===== src/rtl/merge_reduce_router_if.sv =====
`default_nettype none
// ============================================================================
// merge_reduce_router_if : per-port flit bus (data/valid/ready) for the router
// Revision: 1.0
// ============================================================================
interface merge_reduce_router_if #(
  parameter int NP = 5,
  parameter int DW = 32
);
  logic [DW-1:0] data [NP];
  logic [NP-1:0] valid;
  logic [NP-1:0] ready;

  modport master (output data, output valid, input ready);
  modport slave  (input data, input valid, output ready);
endinterface
`default_nettype wire


===== src/rtl/merge_reduce_router.sv =====
`default_nettype none
// ============================================================================
// merge_reduce_router : joins one flit per masked input, reduces the payloads
// (wrap sum / saturating sum / signed max), multicasts in lockstep.
// Revision: 1.0
// ============================================================================
`ifndef DW
`define DW 32
`endif
`ifndef MERGE_ROUTER_BUFFER_DEPTH_LOG
`define MERGE_ROUTER_BUFFER_DEPTH_LOG 2
`endif

module merge_reduce_router #(
  parameter int              NP         = 5,
  parameter int              DW         = `DW,
  parameter int              DEPTH_LOG  = `MERGE_ROUTER_BUFFER_DEPTH_LOG,
  parameter logic [NP-1:0]   INPUT_MASK = '0,
  parameter logic [NP-1:0]   OUTPUT_SEL = '0,
  parameter int              MODE       = 0
) (
  input  logic                    clk,
  input  logic                    rstn,
  merge_reduce_router_if.slave    in_if,
  merge_reduce_router_if.master   out_if,
  output logic                    err_o,
  output logic [15:0]             flit_cnt_o
);

  localparam int PW    = DW - 2;
  localparam int DEPTH = 1 << DEPTH_LOG;
  localparam int SW    = PW + $clog2(NP);
  localparam logic signed [SW-1:0] SAT_MAX = SW'({1'b0, {(PW-1){1'b1}}});
  localparam logic signed [SW-1:0] SAT_MIN = ~SAT_MAX;

  logic [NP-1:0] ready_w;
  logic [NP-1:0] nonempty;
  logic [DW-1:0] head [NP];
  logic          load;

  // Per-input FWFT buffers; unmasked ports never accept and never block the join
  for (genvar i = 0; i < NP; i++) begin : g_in
    if (INPUT_MASK[i]) begin : g_buf
      logic [DW-1:0]        mem_q [DEPTH];
      logic [DEPTH_LOG-1:0] wr_ptr_q, wr_ptr_d, rd_ptr_q, rd_ptr_d;
      logic [DEPTH_LOG:0]   occ_q, occ_d;
      logic                 push;

      assign ready_w[i]  = (occ_q != (DEPTH_LOG+1)'(DEPTH)) & rstn;
      assign nonempty[i] = (occ_q != '0);
      assign head[i]     = mem_q[rd_ptr_q];

      always_comb begin
        push     = in_if.valid[i] & ready_w[i];
        wr_ptr_d = wr_ptr_q + DEPTH_LOG'(push);
        rd_ptr_d = rd_ptr_q + DEPTH_LOG'(load);
        occ_d    = occ_q + (DEPTH_LOG+1)'(push) - (DEPTH_LOG+1)'(load);
      end

      always_ff @(posedge clk or negedge rstn) begin
        if (!rstn) begin
          wr_ptr_q <= '0;
          rd_ptr_q <= '0;
          occ_q    <= '0;
        end else begin
          wr_ptr_q <= wr_ptr_d;
          rd_ptr_q <= rd_ptr_d;
          occ_q    <= occ_d;
        end
      end

      always_ff @(posedge clk) begin
        if (push) mem_q[wr_ptr_q] <= in_if.data[i];
      end
    end else begin : g_none
      assign ready_w[i]  = 1'b0;
      assign nonempty[i] = 1'b0;
      assign head[i]     = '0;
    end
  end

  assign in_if.ready = ready_w;

  logic signed [SW-1:0] sum_w;
  logic signed [PW-1:0] pay_w, max_w;
  logic [PW-1:0]        res_w;
  logic [1:0]           type_w;
  logic                 mismatch_w, first_w;

  always_comb begin
    sum_w      = '0;
    pay_w      = '0;
    max_w      = '0;
    type_w     = '0;
    mismatch_w = 1'b0;
    first_w    = 1'b1;
    for (int i = 0; i < NP; i++) begin
      if (INPUT_MASK[i]) begin
        pay_w = head[i][PW-1:0];
        sum_w = sum_w + SW'(pay_w);
        if (first_w || (pay_w > max_w)) max_w = pay_w;
        if (first_w) type_w = head[i][DW-1:PW];
        else if (head[i][DW-1:PW] != type_w) mismatch_w = 1'b1;
        first_w = 1'b0;
      end
    end
    res_w = sum_w[PW-1:0];
    case (MODE)
      0: res_w = sum_w[PW-1:0];
      1: begin
        if (sum_w > SAT_MAX)      res_w = SAT_MAX[PW-1:0];
        else if (sum_w < SAT_MIN) res_w = SAT_MIN[PW-1:0];
        else                      res_w = sum_w[PW-1:0];
      end
      default: res_w = max_w;
    endcase
  end

  logic          vq_q, vq_d;
  logic [DW-1:0] dq_q, dq_d;
  logic          err_q, err_d;
  logic [15:0]   flit_cnt_q, flit_cnt_d;
  logic          all_ready, join_valid;

  // The output flit retires only when every selected destination is ready together
  always_comb begin
    all_ready  = &(out_if.ready | ~OUTPUT_SEL);
    join_valid = &(nonempty | ~INPUT_MASK);
    load       = join_valid & (~vq_q | all_ready);
    vq_d       = vq_q;
    if (load)           vq_d = 1'b1;
    else if (all_ready) vq_d = 1'b0;
    dq_d       = load ? {type_w, res_w} : dq_q;
    err_d      = err_q | (load & mismatch_w);
    flit_cnt_d = flit_cnt_q + 16'(load);
  end

  always_ff @(posedge clk or negedge rstn) begin
    if (!rstn) begin
      vq_q       <= 1'b0;
      dq_q       <= '0;
      err_q      <= 1'b0;
      flit_cnt_q <= '0;
    end else begin
      vq_q       <= vq_d;
      dq_q       <= dq_d;
      err_q      <= err_d;
      flit_cnt_q <= flit_cnt_d;
    end
  end

  for (genvar j = 0; j < NP; j++) begin : g_out
    assign out_if.valid[j] = OUTPUT_SEL[j] & vq_q;
    assign out_if.data[j]  = OUTPUT_SEL[j] ? dq_q : '0;
  end

  assign err_o      = err_q;
  assign flit_cnt_o = flit_cnt_q;

endmodule
`default_nettype wire


===== src/flat_wrapper.sv =====
// flat-port wrapper written by rule: the top's interface ports become plain ports
module merge_reduce_router_flat 
#(
  parameter int              NP         = 5,
  parameter int              DW         = `DW,
  parameter int              DEPTH_LOG  = `MERGE_ROUTER_BUFFER_DEPTH_LOG,
  parameter logic [NP-1:0]   INPUT_MASK = '0,
  parameter logic [NP-1:0]   OUTPUT_SEL = '0,
  parameter int              MODE       = 0
)
  (clk, rstn, err_o, flit_cnt_o, in_if_data, in_if_valid, in_if_ready, out_if_data, out_if_valid, out_if_ready);
  merge_reduce_router_if #(.NP(NP), .DW(DW)) in_if_i ();
  merge_reduce_router_if #(.NP(NP), .DW(DW)) out_if_i ();
  input  logic clk;
  input  logic rstn;
  output logic err_o;
  output logic [15:0] flit_cnt_o;
  input wire logic [$bits(in_if_i.data)-1:0] in_if_data;
  input wire logic [$bits(in_if_i.valid)-1:0] in_if_valid;
  output wire logic [$bits(in_if_i.ready)-1:0] in_if_ready;
  output wire logic [$bits(out_if_i.data)-1:0] out_if_data;
  output wire logic [$bits(out_if_i.valid)-1:0] out_if_valid;
  input wire logic [$bits(out_if_i.ready)-1:0] out_if_ready;
  assign in_if_i.data = {>>{in_if_data}};
  assign in_if_i.valid = in_if_valid;
  assign in_if_ready = in_if_i.ready;
  assign out_if_data = {>>{out_if_i.data}};
  assign out_if_valid = out_if_i.valid;
  assign out_if_i.ready = out_if_ready;
  merge_reduce_router #(.NP(NP), .DW(DW), .DEPTH_LOG(DEPTH_LOG), .INPUT_MASK(INPUT_MASK), .OUTPUT_SEL(OUTPUT_SEL), .MODE(MODE)) u_core (.clk(clk), .rstn(rstn), .in_if(in_if_i), .out_if(out_if_i), .err_o(err_o), .flit_cnt_o(flit_cnt_o));
endmodule

===== config.mk =====
export PLATFORM = sky130hd
export DESIGN_NAME = merge_reduce_router_flat
export DESIGN_NICKNAME = d
export VERILOG_FILES = /design/src/rtl/merge_reduce_router_if.sv /design/src/rtl/merge_reduce_router.sv /design/src/flat_wrapper.sv
export SDC_FILE = /design/constraint.sdc
export NUM_CORES = 1
export LEC_CHECK = 0
export CORE_AREA = 4 4 138 140
export CTS_CLUSTER_DIAMETER = 80
export DETAILED_ROUTE_END_ITERATION = 16
export DIE_AREA = 0 0 142 144
export SLEW_MARGIN = 20
export SYNTH_ARGS = -nofsm -noshare
export SYNTH_HDL_FRONTEND = slang
export SYNTH_SLANG_ARGS = --single-unit

===== constraint.sdc =====
create_clock -name clk -period 2.65 [get_ports clk]
set_clock_uncertainty 0.2 [all_clocks]
set_input_delay 0.53 -clock clk [delete_from_list [all_inputs] [get_ports clk]]
set_output_delay 0.53 -clock clk [all_outputs]
set_load 0.02 [all_outputs]

==> results of run 1 <==
## worst register-to-register path, delay by kind of cell, from the launching register on
kind          cells  cell delay (ns)
xor+xnor          1             0.16
fa+ha+maj         1             0.28
flops             1             0.42
simple gates      2             0.59
## worst min path at each step
stage | start | endpoint | slack [ns] | cells after the start
after floorplan | rstn | u_core.flit_cnt_o[0] | 0.03 | 0
after global placement | u_core.flit_cnt_o[15] | u_core.flit_cnt_o[15] | 0.27 | 1
after detailed placement | u_core.flit_cnt_o[15] | u_core.flit_cnt_o[15] | 0.27 | 1
after CTS | u_core.flit_cnt_o[15] | u_core.flit_cnt_o[15] | 0.27 | 1
after global routing | u_core.flit_cnt_o[15] | u_core.flit_cnt_o[15] | 0.31 | 1
final | u_core.flit_cnt_o[15] | u_core.flit_cnt_o[15] | 0.27 | 1
## report_power, final
part           switching [W]  internal, W  total [W]
clock              0.0000865     0.000198   0.000284
sequential                 0     0.000245   0.000245
combinational       0.000222   0.00000129   0.000223
total               0.000309     0.000444   0.000752
## cells in the final DEF, fill, tap and decap left out, drive strengths merged, types with 4 or more instances in the layout
cell,n
conb,171
clkdlybuf4s50,17
dfrtp,16
xor2,10
nand3,5
nand2,4
nor3,4
xnor2,4
nor2,4
nand4,4
## area by class of cell
cell class	count	area, um^2	area share
clock buffers	3	75.1	0.0401
inverters	3	11.3	0.00602
multi-input cells	210	927	0.496
flip-flops and latches	16	400	0.214
well taps	229	287	0.153
repair buffers	17	170	0.0910
## logic make-up after synthesis
family,Yosys count,synth area share
xor gates and xnor gates,14,0.0618
adders and majority gates,1,0.00630
buffers and inverters,174,0.653
DFF,16,0.202
other,1,0.00189
and+or+nand+nor,24,0.0757
## metal layers
metal | vias to the layer above | routed length [um] | global-route usage
met1 | 420 | 1010 | 0.0302
met4 | 0 | 24 | 0.00606
met3 | 2 | 758 | 0.0222
li1 | 409 | - | -
met5 | - | 0 | 0
met2 | 139 | 1340 | 0.0378
## metrics by stage
step / utilization / setup slack [ns] / cells
global placement: 0.101 / 0.730 / 475
floorplan: - / 1.06 / 400
CTS: 0.105 / 0.463 / 478
global route: 0.105 / 0.421 / 478
finish: 0.105 / 0.474 / 478
detailed placement: 0.101 / 0.735 / 475
==> flow_metrics.py, run 1 <==
metrics = {
    "outcome": {
        "status": "complete, no violations",
    },
    "timing": {
        "fin_crit_sh": 0.821,
        "max_freq_ghz": 0.460,
        "rsz0062_at_grt": "false",
        "period_needed_ns": 2.18,
        "tns_ns": 0,
        "setup_viol": 0,
        "tightest_slew_ns": 0.756,
        "drv_slew": 0,
        "hold_viol_final": 0,
        "relSlewSlack": 0.495,
        "fin_hold_ws_ns": 0.268,
    },
    "floorplanning": {
        "core_area_um2": 17800,
        "num_rows": 49,
        "die_w_um": 142,
        "initial_core_util": 0.111,
        "io_pins": 359,
        "dieArea_um2": 20400,
        "die_h_um": 144,
    },
    "clock_network": {
        "cts.clk_slew.worst_paths_ns": 0.05,
        "cts_buffer_depth": 2,
        "htreeDepth": 1,
        "root_buffer": "clkbuf_16",
        "tritoncts": "done",
        "clock_sinks": 16,
        "hold_buffers": 0,
        "post-cts-setup-buffer-count": 0,
        "insertion_delay_ns": 0.24,
        "cts_buffers": 3,
        "cts_resized": 0,
    },
    "setup_path": {
        "critPathMaxStageDelay_ns": 0.72,
        "required_ns": 1.92,
        "path_max_fanout": 7,
        "r2r-start": "u_core.flit_cnt_o[0]",
        "worstPathArrival_ns": 1.45,
        "reg2reg_to": "u_core.flit_cnt_o[10]",
        "path_cells": "clkdlybuf4s50_1",
        "cp-startpoint": "u_core.flit_cnt_o[2]",
        "cp-start-kind": "flip-flop",
        "cp.depth": 1,
        "worstSetupPathType": "reg -> out",
        "critPathTopFamily": "buffers and inverters",
        "rr_worst_depth": 4,
        "crit_slowest_cell": "clkdlybuf4s50_1",
        "cp_num_buf_inv": 1,
        "cp-endpoint": "flit_cnt_o[2]",
        "r2r_slack_ns": 0.93,
        "cp-end-kind": "output pin",
    },
    "finish": {
        "fin_area_um2": 1870,
        "n_fill_cell": 2085,
        "nNetsFinal": 424,
        "largest_register_ffs": 16,
        "antenna-diode-count": 0,
        "areaGrowthSynthToFinish_pct": -5.74,
        "drive_gt1_frac": 0.0321,
    },
    "logic_synthesis": {
        "async_reset_ff_frac": 1.00,
        "post-synth-top-area-fraction": 0.647,
        "syn-mean-instance-area_um2": 8.63,
        "synth_cell_types": 14,
        "yosys.area.top_type": "buf_4",
        "syn_area_um2": 1980,
        "ys_seq_area_frac": 0.202,
        "yosys_register_bits": 16,
        "synth_area_leaders": "buf_4 (65%), dfrtp_1 (20%), xor2_1 (4.4%)",
        "synthFlopType": "dfrtp_1",
        "ys.warnings.count": 0,
        "synth_edf_count": 0,
        "synth_most_common_cell": "buf_4",
        "synthTopCellsByCount": "buf_4 (171), dfrtp_1 (16), xor2_1 (10)",
        "syn_inst": 230,
    },
    "drt": {
        "vias_per_cell": 2.03,
        "drt_pass1_iterations": 6,
        "drt_wl_total_um": 3130,
        "drt-wirelength-per-cell_um": 6.55,
        "ant_nets": 0,
        "drt_iter0_drc": 17,
        "drcViolationCount": 0,
        "dr_total_vias": 970,
    },
    "power": {
        "p_total_w": 0.000752,
        "ir_drop_v": 0.000185,
        "powerDensity_nw_per_um2": 402,
        "p_leak_nw": 0.980,
    },
    "global_route": {
        "grt-ovfl-total": 0,
        "grt_pass1_wl_um": 3860,
        "grt_pass1_vias": 731,
        "track_usage": 0.0264,
        "grt_max_degree": 17,
        "antenna_found_initial": 0,
    },
    "place": {
        "port_buffers": 17,
        "placed_area_um2": 1800,
        "routabilityCongestion": 0.686,
        "hpwl_um": 2850,
    },
    "hold_path": {
        "hp-class": "reg -> reg",
    },
    "job": {
        "drv_cap": 0,
    },
}
No activity file was read; power rests on OpenSTA's default activity.
==> inputs of run 2 (changes only) <==
--- a/config.mk
+++ b/config.mk
@@ -5,10 +5,10 @@
 export SDC_FILE = /design/constraint.sdc
 export NUM_CORES = 1
 export LEC_CHECK = 0
-export CORE_AREA = 4 4 138 140
+export CORE_AREA = 4 4 136 138
 export CTS_CLUSTER_DIAMETER = 80
 export DETAILED_ROUTE_END_ITERATION = 16
-export DIE_AREA = 0 0 142 144
+export DIE_AREA = 0 0 140 142
 export SLEW_MARGIN = 20
 export SYNTH_ARGS = -nofsm -noshare
 export SYNTH_HDL_FRONTEND = slang
==> constraint.sdc (replaced) <==
create_clock -name clk -period 2.3 [get_ports clk]
set_clock_uncertainty 0.2 [all_clocks]
set_input_delay 0.46 -clock clk [delete_from_list [all_inputs] [get_ports clk]]
set_output_delay 0.46 -clock clk [all_outputs]
set_load 0.02 [all_outputs]
==> flow_metrics.py, run 2 (synthesis gave the netlist of run 1 again) <==
metrics = {
    "outcome": {
        "status": "complete, no violations",
    },
    "setup_path": {
        "path_max_fanout": 7,
        "required_ns": 1.64,
        "worstPathArrival_ns": 1.42,
        "cp-startpoint": "u_core.flit_cnt_o[2]",
        "cp.depth": 1,
        "cp-start-kind": "flip-flop",
        "critPathTopFamily": "buffers and inverters",
        "path_cells": "clkdlybuf4s50_1",
        "cp-end-kind": "output pin",
        "critPathMaxStageDelay_ns": 0.69,
        "cp-endpoint": "flit_cnt_o[2]",
        "cp_num_buf_inv": 1,
        "reg2reg_to": "u_core.flit_cnt_o[14]",
        "worstSetupPathType": "reg -> out",
        "rr_worst_depth": 4,
        "r2r_slack_ns": 0.64,
        "r2r-start": "u_core.flit_cnt_o[0]",
        "crit_slowest_cell": "clkdlybuf4s50_1",
    },
    "finish": {
        "n_fill_cell": 2036,
        "areaGrowthSynthToFinish_pct": -5.61,
        "finalNonFillerCells": 475,
        "largest_register_ffs": 16,
        "drive_gt1_frac": 0.0360,
        "nNetsFinal": 425,
        "layout_common_cells": "conb_1 (171), clkdlybuf4s50_1 (17), dfrtp_1 (16)",
        "final_common_cell": "conb_1",
        "antenna-diode-count": 0,
    },
    "floorplanning": {
        "die_h_um": 142,
        "io_pins": 359,
        "core_area_um2": 17200,
        "num_rows": 48,
        "dieArea_um2": 19900,
        "initial_core_util": 0.116,
        "die_w_um": 140,
    },
    "power": {
        "p_leak_nw": 0.985,
        "p_sw_frac": 0.410,
        "powerDensity_nw_per_um2": 463,
        "comb_power_share": 0.299,
        "ir_drop_v": 0.000310,
        "p_clk_frac": 0.376,
        "power.switching_w": 0.000356,
        "seq_power_share": 0.325,
        "p_int_w": 0.000512,
    },
    "timing": {
        "rsz0062_at_grt": "false",
        "period_needed_ns": 2.08,
        "setup_viol": 0,
        "drv_slew": 0,
        "fin_crit_sh": 0.902,
        "max_freq_ghz": 0.482,
        "hold_viol_final": 0,
        "tns_ns": 0,
    },
    "clock_network": {
        "cts_buffer_depth": 2,
        "cts_resized": 0,
        "root_buffer": "clkbuf_16",
        "clock_sinks": 16,
        "cts.clk_slew.worst_paths_ns": 0.05,
        "tritoncts": "done",
        "post-cts-setup-buffer-count": 0,
        "hold_buffers": 0,
        "insertion_delay_ns": 0.24,
        "cts_buffers": 3,
        "htreeDepth": 1,
    },
    "place": {
        "hpwl_um": 2920,
        "place_inst": 472,
        "port_buffers": 17,
        "routabilityCongestion": 0.678,
    },
    "drt": {
        "ant_nets": 0,
        "vias_per_cell": 2.08,
        "drt_pass1_iterations": 4,
        "drt_iter0_drc": 7,
        "drt-wirelength-per-cell_um": 6.76,
        "drt_wl_total_um": 3210,
        "dr_total_vias": 986,
        "drcViolationCount": 0,
    },
    "global_route": {
        "track_usage": 0.0259,
        "grt_pass1_wl_um": 3860,
        "grt-ovfl-total": 0,
        "antenna_found_initial": 0,
        "grt_max_degree": 17,
        "grt_pass1_vias": 748,
    },
    "hold_path": {
        "hp-class": "reg -> reg",
    },
    "job": {
        "drv_cap": 0,
    },
}
[run 2: worst min path at each step]
stage	start	endpoint	cells after the start
floorplan	rstn	u_core.flit_cnt_o[0]	0
finish	u_core.flit_cnt_o[15]	u_core.flit_cnt_o[15]	1
CTS	u_core.flit_cnt_o[15]	u_core.flit_cnt_o[15]	1
detailed placement	u_core.flit_cnt_o[15]	u_core.flit_cnt_o[15]	1
global placement	u_core.flit_cnt_o[15]	u_core.flit_cnt_o[15]	1
global route	u_core.flit_cnt_o[15]	u_core.flit_cnt_o[15]	1
[run 2: stage by stage]
step	util	power [W]	cell area (um^2)	worst slack, ns	hold slack [ns]
global placement	0.105	0.000536	1800	0.472	0.262
detailed placement	0.105	0.000537	1800	0.466	0.270
CTS	0.109	0.000870	1870	0.202	0.276
floorplan	-	0.000751	2620	0.707	-0.0356
finish	0.109	0.000868	1870	0.225	0.273
global route	0.109	0.000903	1870	0.163	0.298
[run 2: layout make-up]
cell class | instances | area [um^2] | area share
inverter | 3 | 11.3 | 0.00601
sequential | 16 | 400 | 0.214
multi-input combinational | 210 | 927 | 0.495
timing repair buffer | 18 | 178 | 0.0949
tap | 225 | 282 | 0.150
clock buffer | 3 | 75.1 | 0.0401
[run 2: power by group through the flow]
| stage | combinational (W) | sequential [W] | clock, W |
|---|---|---|---|
| 2_1_floorplan | 0.000465 | 0.000287 | 0 |
| 5_1_grt | 0.000276 | 0.000282 | 0.000344 |
| 3_3_place_gp | 0.000250 | 0.000287 | 0 |
| 6_report | 0.000259 | 0.000282 | 0.000326 |
| 4_1_cts | 0.000250 | 0.000282 | 0.000338 |
| 3_5_place_dp | 0.000250 | 0.000287 | 0 |
[run 2: layer usage]
metal  vias up  wire, um  global-route usage
met5         -         0                   0
met4         0        34             0.00765
met3         2       732              0.0151
met2       142      1470              0.0413
met1       431       978              0.0296
li1        411         -                   -
==> inputs of run 3 (changes only) <==
--- a/config.mk
+++ b/config.mk
@@ -13,3 +13,4 @@
 export SYNTH_ARGS = -nofsm -noshare
 export SYNTH_HDL_FRONTEND = slang
 export SYNTH_SLANG_ARGS = --single-unit
+export TNS_END_PERCENT = 100
==> results of run 3 <==
Final layout, timing and power as in run 2 (identical DEF).
